[src/rtl/nbody_pkg.sv]
// Shared definitions for the n-body step sequencer: state encoding,
// sticky error bit positions and the default object-index width.
package nbody_pkg;

  localparam int DEFAULT_ADDR_LEN = 12;

  typedef enum logic [2:0] {
    ST_IDLE    = 3'd0,
    ST_LOAD    = 3'd1,
    ST_ARM     = 3'd2,
    ST_COMPUTE = 3'd3,
    ST_DONE    = 3'd4
  } state_t;

  localparam int ERR_ZERO    = 0;
  localparam int ERR_BUSY    = 1;
  localparam int ERR_TIMEOUT = 2;

endpackage

[src/rtl/nbody_step_sequencer_edge_det.sv]
// Registered rising-edge detector; i_prime seeds the history so a level
// that is already high when tracking begins is not mistaken for an edge.
module nbody_edge_det (
  input  logic i_clk,
  input  logic i_rst,
  input  logic i_prime,
  input  logic i_track,
  input  logic i_sig,
  output logic o_rise
);

  logic r_q;

  always_ff @(posedge i_clk or posedge i_rst) begin
    if (i_rst) begin
      r_q <= 1'b0;
    end else if (i_prime || i_track) begin
      r_q <= i_sig;
    end
  end

  assign o_rise = i_track & i_sig & ~r_q;

endmodule

[src/rtl/nbody_step_sequencer.sv]
// Per-timestep controller between the HPS register bridge and the city engine.
// Optional watchdog enabled by defining NBODY_STEP_TIMEOUT_EN.
module nbody_step_sequencer
  import nbody_pkg::*;
#(
  parameter int              ADDR_LEN       = DEFAULT_ADDR_LEN,
  parameter int              CYC_W          = 32,
  parameter logic [CYC_W-1:0] TIMEOUT_CYCLES = CYC_W'(50_000_000)
) (
  input  logic                i_clk,
  input  logic                i_rst,
  input  logic                i_start,
  input  logic [ADDR_LEN-1:0] i_num_objects,
  input  logic                i_hps_we,
  input  logic                i_city_done,
  input  logic                i_ack,
  output logic                o_sending,
  output logic                o_load_allow,
  output logic                o_busy,
  output logic                o_done,
  output logic [2:0]          o_err,
  output logic [CYC_W-1:0]    o_cycles,
  output logic [2:0]          o_state
);

  state_t              r_state;
  state_t              w_next;
  logic [ADDR_LEN-1:0] r_count;
  logic [ADDR_LEN-1:0] r_load_cnt;
  logic [ADDR_LEN-1:0] w_load_next;
  logic [CYC_W-1:0]    r_cycles;
  logic [2:0]          r_err;
  logic                w_done_evt;
  logic                w_timeout;
  logic                w_arm;
  logic                w_compute;

  assign w_arm       = (r_state == ST_ARM);
  assign w_compute   = (r_state == ST_COMPUTE);
  assign w_load_next = r_load_cnt + ADDR_LEN'(1);

  nbody_edge_det u_done_edge (
    .i_clk   (i_clk),
    .i_rst   (i_rst),
    .i_prime (w_arm),
    .i_track (w_compute),
    .i_sig   (i_city_done),
    .o_rise  (w_done_evt)
  );

`ifdef NBODY_STEP_TIMEOUT_EN
  assign w_timeout = w_compute && !w_done_evt && (r_cycles == TIMEOUT_CYCLES);
`else
  logic w_unused_timeout;
  assign w_unused_timeout = ^TIMEOUT_CYCLES;
  assign w_timeout        = 1'b0;
`endif

  always_ff @(posedge i_clk or posedge i_rst) begin
    if (i_rst) r_state <= ST_IDLE;
    else       r_state <= w_next;
  end

  always_comb begin
    w_next = r_state;
    case (r_state)
      ST_IDLE:    if (i_start && (i_num_objects != '0)) w_next = ST_LOAD;
      ST_LOAD:    if (i_hps_we && (w_load_next == r_count)) w_next = ST_ARM;
      ST_ARM:     w_next = ST_COMPUTE;
      ST_COMPUTE: if (w_done_evt || w_timeout) w_next = ST_DONE;
      ST_DONE:    if (i_ack) w_next = ST_IDLE;
      default:    w_next = ST_IDLE;
    endcase
  end

  always_comb begin
    o_sending    = 1'b0;
    o_load_allow = 1'b0;
    o_done       = 1'b0;
    o_busy       = (r_state != ST_IDLE);
    case (r_state)
      ST_LOAD:    o_load_allow = 1'b1;
      ST_COMPUTE: o_sending    = 1'b1;
      ST_DONE:    o_done       = 1'b1;
      default:    ;
    endcase
  end

  // Cycle counter stops (rather than wraps) at all-ones and is not bumped in the completing cycle.
  always_ff @(posedge i_clk or posedge i_rst) begin
    if (i_rst) begin
      r_count    <= '0;
      r_load_cnt <= '0;
      r_cycles   <= '0;
      r_err      <= '0;
    end else begin
      if (i_start && (r_state != ST_IDLE)) r_err[ERR_BUSY] <= 1'b1;
      case (r_state)
        ST_IDLE: begin
          if (i_start) begin
            if (i_num_objects == '0) begin
              r_err[ERR_ZERO] <= 1'b1;
            end else begin
              r_count    <= i_num_objects;
              r_load_cnt <= '0;
              r_err      <= '0;
            end
          end
        end
        ST_LOAD:    if (i_hps_we) r_load_cnt <= w_load_next;
        ST_ARM:     r_cycles <= '0;
        ST_COMPUTE: begin
          if (w_timeout) r_err[ERR_TIMEOUT] <= 1'b1;
          else if (!w_done_evt && (r_cycles != '1)) r_cycles <= r_cycles + CYC_W'(1);
        end
        default: ;
      endcase
    end
  end

  assign o_state  = r_state;
  assign o_err    = r_err;
  assign o_cycles = r_cycles;

endmodule

[config.mk]
export PLATFORM = sky130hd
export DESIGN_NAME = nbody_step_sequencer
export DESIGN_NICKNAME = d
export VERILOG_FILES = /design/src/rtl/nbody_pkg.sv /design/src/rtl/nbody_step_sequencer_edge_det.sv /design/src/rtl/nbody_step_sequencer.sv
export SDC_FILE = /design/constraint.sdc
export NUM_CORES = 1
export LEC_CHECK = 0
export CORE_MARGIN = 3
export CORE_UTILIZATION = 35
export DETAILED_ROUTE_END_ITERATION = 10
export GPL_ROUTABILITY_DRIVEN = 0
export SLEW_MARGIN = 0
export SYNTH_ARGS = -nofsm -noshare
export SYNTH_HDL_FRONTEND = slang
export SYNTH_SLANG_ARGS = --single-unit
[constraint.sdc]
create_clock -name i_clk -period 2.1 [get_ports i_clk]
set_input_delay 0.21 -clock i_clk [delete_from_list [all_inputs] [get_ports i_clk]]
set_output_delay 0.21 -clock i_clk [all_outputs]
set_load 0.03 [all_outputs]
==> flow_summary_export.csv, run 1 <==
group,metric,value,unit
finish,fillers,948,
setup_path,slowest_delay,0.42,ns
setup_path,crit_chain,"buf_12 -> ha_1 -> nand3_1 -> nor3_2 -> or3_1 -> a21oi_2 -> o2111ai_2 -> o22a_1",
timing,finalHoldViolCount,0,
global_route,grtUsageTotal,16.9,%
synth,yosys.area.top_type,"dfrtp_1",
timing,fin_ws,0.108,ns
drt,first_pass_iters,4,
clock_tree,clk_latency,0.34,ns
synth,ys_warn_count,0,
clock_tree,cts_root_buf,"clkbuf_8",
drt,wl_per_cell,15.3,um
clock_tree,clockBufferDepth,2,
finish,drive_above_1_share,19.3,%
synth,synth_top_area_share,42.7,%
synth,synth_seq_area_share,42.7,%
floorplanning,initial_core_util,36.6,%
clock_tree,cts_sinks,62,
clock_tree,cts-buffers-inserted,9,
floorplanning,core_area,9910,um^2
timing,fin_skew,0.00811,ns
synth,syn_nets,393,
job,cap_viol_max_count,0,
floorplanning,die_h,108,um
timing,rsz0062_at_grt,"no",
timing,maxSlewViolCount,0,
finish,fin_util,48.9,%
placement,io_buffers,58,
floorplanning,fp-row-count,36,
clock_tree,clk_pin_slew,0.07,ns
drt,vias,3128,
global_route,grt_max_degree,40,
timing,setup_viol,0,
synth,ys_top_cells_by_count,"dfrtp_1, nor2_1, xor2_1, nand2_1, nand3_1",
setup_path,cp-start-kind,"register",
timing,layout_worst_path_cycle_share,94.8,%
synth,synthTopCellsByArea,"dfrtp_1, xor2_1, nor2_1",
setup_path,crit_type,"register to register",
drt,finalWirelength,9180,um
drt,drtIter0Drc,106,
power,clock_power_share,27.2,%
synth,ys_ff_latch,62,
timing,max_slew_margin,63.8,%
floorplanning,fp.dieW,108,um
synth,synthDistinctLibCells,61,
min_path,worstHoldPathType,"primary input to asynchronous set/reset pin",
setup_path,cp_max_fo,9,
power,power_density,811,nW/um^2
power,p_int,2.61,mW
synth,synth_flop_cell,"dfrtp_1",
power,peakVddDrop,0.000403,V
drt,ant_nets,0,
setup_path,end_kind,"register",
power,p_seq_share,41.5,%
setup_path,rrSetupSlack,0.11,ns
global_route,grt_first_pass_wirelength,15400,um
synth,synth-edff-count,0,
clock_tree,htreeDepth,3,
synth,syn_area,3630,um^2
finish,syn2layout_area_growth,33.5,%
power,swShare,33.5,%
outcome,status,"finished, final reports clean",
timing,post-route-min-period,1.99,ns
drt,drc,0,
setup_path,cp_slowest_cell,"dfrtp_1",
floorplanning,io_pins,60,
clock_tree,cts_tree,"done",
power,leakage,2.09,nW
drt,vias_per_cell,5.22,
global_route,grt_pass1_vias,3118,
setup_path,cp_data_required_time,2.32,ns
finish,final_nets,482,
finish,final_cells,599,
power,pwr-share-comb,31.3,%
global_route,antenna_found_initial,0,
power,p_sw,1.32,mW
global_route,overflow,0,
synth,syn_avg_cell_area,9.76,um^2
timing,worstMarginPinSlew,0.542,ns
placement,post-place-ws,0.0607,ns
clock_tree,post-cts-setup-buffers,0,
timing,fin_tns_setup,0,ns
placement,dp_cells,583,
setup_path,arrival,2.21,ns
synth,synth_cells,372,
synth,synthMostInstantiatedCell,"dfrtp_1",
timing,fmax,502,MHz
finish,insertedDiodeCount,0,
synth,async_flop_share,100,%
placement,post-dp-hpwl,6930,um
floorplanning,die-area,11600,um^2
==> cells in the final DEF (no fill, tap or decap), types with 3 or more instances in the layout <==
| cell | synthesis | final |
|---|---|---|
| mux2_2 | 4 | 4 |
| nor4_1 | 5 | 4 |
| o211ai_1 | 6 | 6 |
| and3_1 | 12 | 11 |
| nor2_1 | 34 | 34 |
| dfrtp_1 | 62 | 59 |
| xor2_1 | 31 | 31 |
| buf_4 | 2 | 38 |
| dfrtp_2 | 0 | 3 |
| nor3_1 | 3 | 3 |
| xnor2_1 | 11 | 11 |
| clkbuf_8 | 0 | 11 |
| ha_1 | 3 | 3 |
| o2111ai_1 | 5 | 4 |
| o31ai_1 | 9 | 9 |
| clkdlybuf4s50_1 | 0 | 54 |
| nand2_1 | 27 | 26 |
| clkinv_2 | 0 | 3 |
| nand4_1 | 13 | 13 |
| nand3_1 | 17 | 17 |
| o21ai_1 | 9 | 9 |
| and2_1 | 6 | 6 |
| buf_12 | 0 | 4 |
| inv_1 | 7 | 6 |
| or3_1 | 4 | 4 |
| o21ai_0 | 14 | 14 |
| a21oi_1 | 7 | 6 |
| dlygate4sd2_1 | 0 | 4 |
| mux2_1 | 8 | 8 |
| nor2b_1 | 5 | 5 |
| nand2b_1 | 3 | 3 |
==> worst paths after layout <==
check / from / endpoint / cells past startpoint
max in group asynchronous: i_rst / o_cycles[28] / 3
min in group i_clk: i_ack / o_state[2] / 3
worst max-delay path: r_load_cnt[0] / o_state[0] / 8
worst min-delay path: i_rst / r_load_cnt[6] / 2
worst max register to register: r_load_cnt[0] / o_state[0] / 8
worst min register to register: o_err[0] / o_err[0] / 2
==> critical path, delay by kind of cell (launching register included) <==
family                     cells  cell delay [ns]
AOI/OAI and AO/OA              3             0.50
adders and majority gates      1             0.23
buffers and inverters          1             0.15
DFF                            1             0.42
and+or+nand+nor                3             0.56
==> power by group through the flow <==
stage	clock network (mW)	registers, mW	logic, mW
5_1_grt	1.16	1.66	1.35
3_5_place_dp	0	1.65	1.22
6_report	1.07	1.63	1.23
2_1_floorplan	0	1.65	0.760
3_3_place_gp	0	1.65	1.19
4_1_cts	1.11	1.62	1.22
==> through the flow <==
step	hold slack (ns)	power, mW	cell area, um^2
after floorplan	0.327	2.41	3630
after global placement	0.484	2.84	4630
after detailed placement	0.486	2.86	4630
after CTS	0.255	3.95	4820
after global routing	0.295	4.17	4850
final	0.236	3.93	4850
==> logic make-up after synthesis <==
family | Yosys count | share of synthesized area [%]
buffers and inverters | 29 | 3.96
flip-flops | 62 | 42.7
AO/OA/AOI/OAI | 67 | 12.6
XOR/XNOR | 42 | 10.1
adder cells (fa/ha/maj) | 3 | 1.03
multiplexers | 14 | 4.41
other | 1 | 0.103
AND/OR/NAND/NOR | 154 | 25.0
==> cell type report <==
class	count	area [um^2]	area share [%]
clock buffer	12	155	3.20
tap	133	166	3.43
inverter	7	26.3	0.542
sequential	62	1560	32.1
clock inverter	4	45.0	0.930
multi-input combinational	281	1960	40.4
timing repair buffer	100	941	19.4
==> sequential cells by signal (all words and copies together), names as in the netlist <==
signal,flops
r_load_cnt,12
o_state,3
u_done_edge.r_q,1
o_cycles,32
o_err,2
r_count,12
==> metal layers <==
layer | part of all wire, % | vias up | wire [um] | GRT usage (%)
li1 | - | 1516 | - | -
met4 | 1.6 | 0 | 150 | 4.78
met5 | 0 | - | 0 | 0
met2 | 49 | 70 | 4540 | 28.1
met3 | 4.0 | 13 | 363 | 3.84
met1 | 45 | 1529 | 4130 | 22.0
==> repair_timing <==
action,4_1_cts,5_1_grt
gates resized for setup,4,7
hold buffers,0,0
endpoints found under the setup margin,4,15
pin swaps,0,0
Power figures use the tool's default switching activity.
==> inputs of run 2 (changes only) <==
--- a/config.mk
+++ b/config.mk
@@ -7,9 +7,10 @@
 export LEC_CHECK = 0
 export CORE_MARGIN = 3
 export CORE_UTILIZATION = 35
+export CTS_BUF_LIST = sky130_fd_sc_hd__clkbuf_4
 export DETAILED_ROUTE_END_ITERATION = 10
 export GPL_ROUTABILITY_DRIVEN = 0
-export SLEW_MARGIN = 0
+export MAX_ROUTING_LAYER = met4
 export SYNTH_ARGS = -nofsm -noshare
 export SYNTH_HDL_FRONTEND = slang
 export SYNTH_SLANG_ARGS = --single-unit
==> run 2 against run 1 <==
Effect of this change:
- register-to-register slack about the same
- critical path depth is the same
- via count fell by 0.13%
- non-clock buffer count stayed put
- die area stayed put
- flip-flop and latch count unchanged
- cell count unchanged
- maximum frequency is 0.57% lower
==> flow_summary_export.csv, run 2 (synthesized netlist as in run 1, its figures left out) <==
group,metric,value,unit
placement,post-dp-hpwl,6930,um
timing,maxSlewViolCount,0,
drt,first_pass_iters,4,
timing,hold_slack,0.163,ns
job,cap_viol_max_count,0,
global_route,grtUsageTotal,17.1,%
finish,layout_commonest_cell,"dfrtp_1",
setup_path,rr_worst_depth,8,
drt,drc,0,
floorplanning,die-area,11600,um^2
timing,fmax,499,MHz
setup_path,cp_slowest_cell,"dfrtp_1",
clock_tree,cts-hold-fix-buffers,0,
timing,finalHoldViolCount,0,
clock_tree,clk_latency,0.40,ns
power,leakage,2.06,nW
drt,finalWirelength,9110,um
floorplanning,io_pins,60,
timing,layout_worst_path_cycle_share,95.4,%
global_route,grt_max_degree,40,
outcome,status,"finished, final reports clean",
min_path,worstHoldPathType,"primary input to asynchronous set/reset pin",
placement,io_buffers,58,
finish,largest_reg_flops,32,
timing,max_slew_margin,63.9,%
global_route,antenna_found_initial,0,
clock_tree,clk_pin_slew,0.11,ns
setup_path,end_kind,"register",
finish,syn2layout_area_growth,31.3,%
setup_path,arrival,2.29,ns
timing,rsz0062_at_grt,"yes",
drt,vias_per_cell,5.22,
clock_tree,cts_sinks,62,
timing,worstMarginPinSlew,0.541,ns
finish,fin_util,48.1,%
drt,vias,3124,
drt,wl_per_cell,15.2,um
setup_path,cp_num_buf_inv,1,
setup_path,crit_type,"register to register",
floorplanning,core_area,9910,um^2
finish,final_cell_mix,"dfrtp_1, clkdlybuf4s50_1, buf_4",
clock_tree,cts_tree,"done",
setup_path,crit_family,"simple AND/OR/NAND/NOR gates",
finish,multi_input_area,1960,um^2
setup_path,cp_data_required_time,2.39,ns
global_route,grt_pass1_vias,3094,
setup_path,cp-start-kind,"register",
finish,final_nets,482,
drt,ant_nets,0,
finish,regArea,1560,um^2
power,total_power,3.65,mW
timing,setup_viol,0,
clock_tree,post-cts-setup-buffers,0,
global_route,overflow,0,
setup_path,crit_cells,8,
clock_tree,htreeDepth,3,
finish,insertedDiodeCount,0,
floorplanning,fp.dieW,108,um
setup_path,slowest_delay,0.44,ns
power,peakVddDrop,0.000337,V
finish,drive_above_1_share,19.1,%
setup_path,cp_max_fo,9,
timing,fin_skew,0.0126,ns
clock_tree,cts-buffers-inserted,9,
drt,drtIter0Drc,110,
power,power_density,765,nW/um^2
setup_path,crit_chain,"buf_12 -> ha_1 -> nand3_1 -> nor3_2 -> or3_1 -> a21oi_2 -> o2111ai_2 -> o22a_1",
floorplanning,die_h,108,um
timing,post-route-min-period,2.00,ns
finish,fillers,950,
global_route,grt_first_pass_wirelength,15300,um
clock_tree,clockBufferDepth,2,
clock_tree,cts_root_buf,"clkbuf_4",
floorplanning,fp-row-count,36,
floorplanning,initial_core_util,36.6,%
==> run 2: power by group <==
group	switching [mW]	internal (mW)	total, mW
Sequential	0.214	1.41	1.63
Clock	0.431	0.363	0.794
Combinational	0.636	0.590	1.23
Total	1.28	2.36	3.65
==> run 2: layout make-up <==
class / count / share of cell area, %
inverter: 7 / 0.551
clock buffer: 10 / 1.57
multi-input combinational: 281 / 41.0
timing repair buffer: 100 / 19.7
tap: 133 / 3.49
sequential: 62 / 32.6
clock inverter: 6 / 1.10
==> run 2: through the flow <==
| step | instance area [um^2] | instances | setup slack (ns) | setup TNS [ns] |
|---|---|---|---|---|
| after floorplan | 3630 | 372 | 0.0710 | 0 |
| after global placement | 4630 | 583 | 0.0589 | 0 |
| after detailed placement | 4630 | 583 | 0.0607 | 0 |
| after CTS | 4750 | 599 | 0.0355 | 0 |
| after global routing | 4770 | 599 | -0.0184 | -0.0333 |
| final | 4770 | 599 | 0.0968 | 0 |
==> run 2: final timing paths <==
kind	start	endpoint	slack, ns
min in group i_clk	i_ack	o_state[2]	0.40
max in group asynchronous	i_rst	o_cycles[28]	1.29
worst max register to register	r_load_cnt[0]	o_state[0]	0.1
worst min register to register	o_err[0]	o_err[0]	0.50
worst min-delay path	i_rst	r_load_cnt[6]	0.16
worst max-delay path	r_load_cnt[0]	o_state[0]	0.1
==> run 2: routing by layer <==
layer	wire (um)	share of wire, %	track usage, %	vias up
met4	142	1.6	5.41	0
met5	0	0	-	-
met3	280	3.1	3.18	16
li1	-	-	-	1520
met1	4160	46	21.8	1534
met2	4520	50	27.8	54
==> run 2: what timing repair did <==
item,in CTS,in global routing
endpoints found under the setup margin,4,18
cloned,0,0
gates resized for setup,4,8
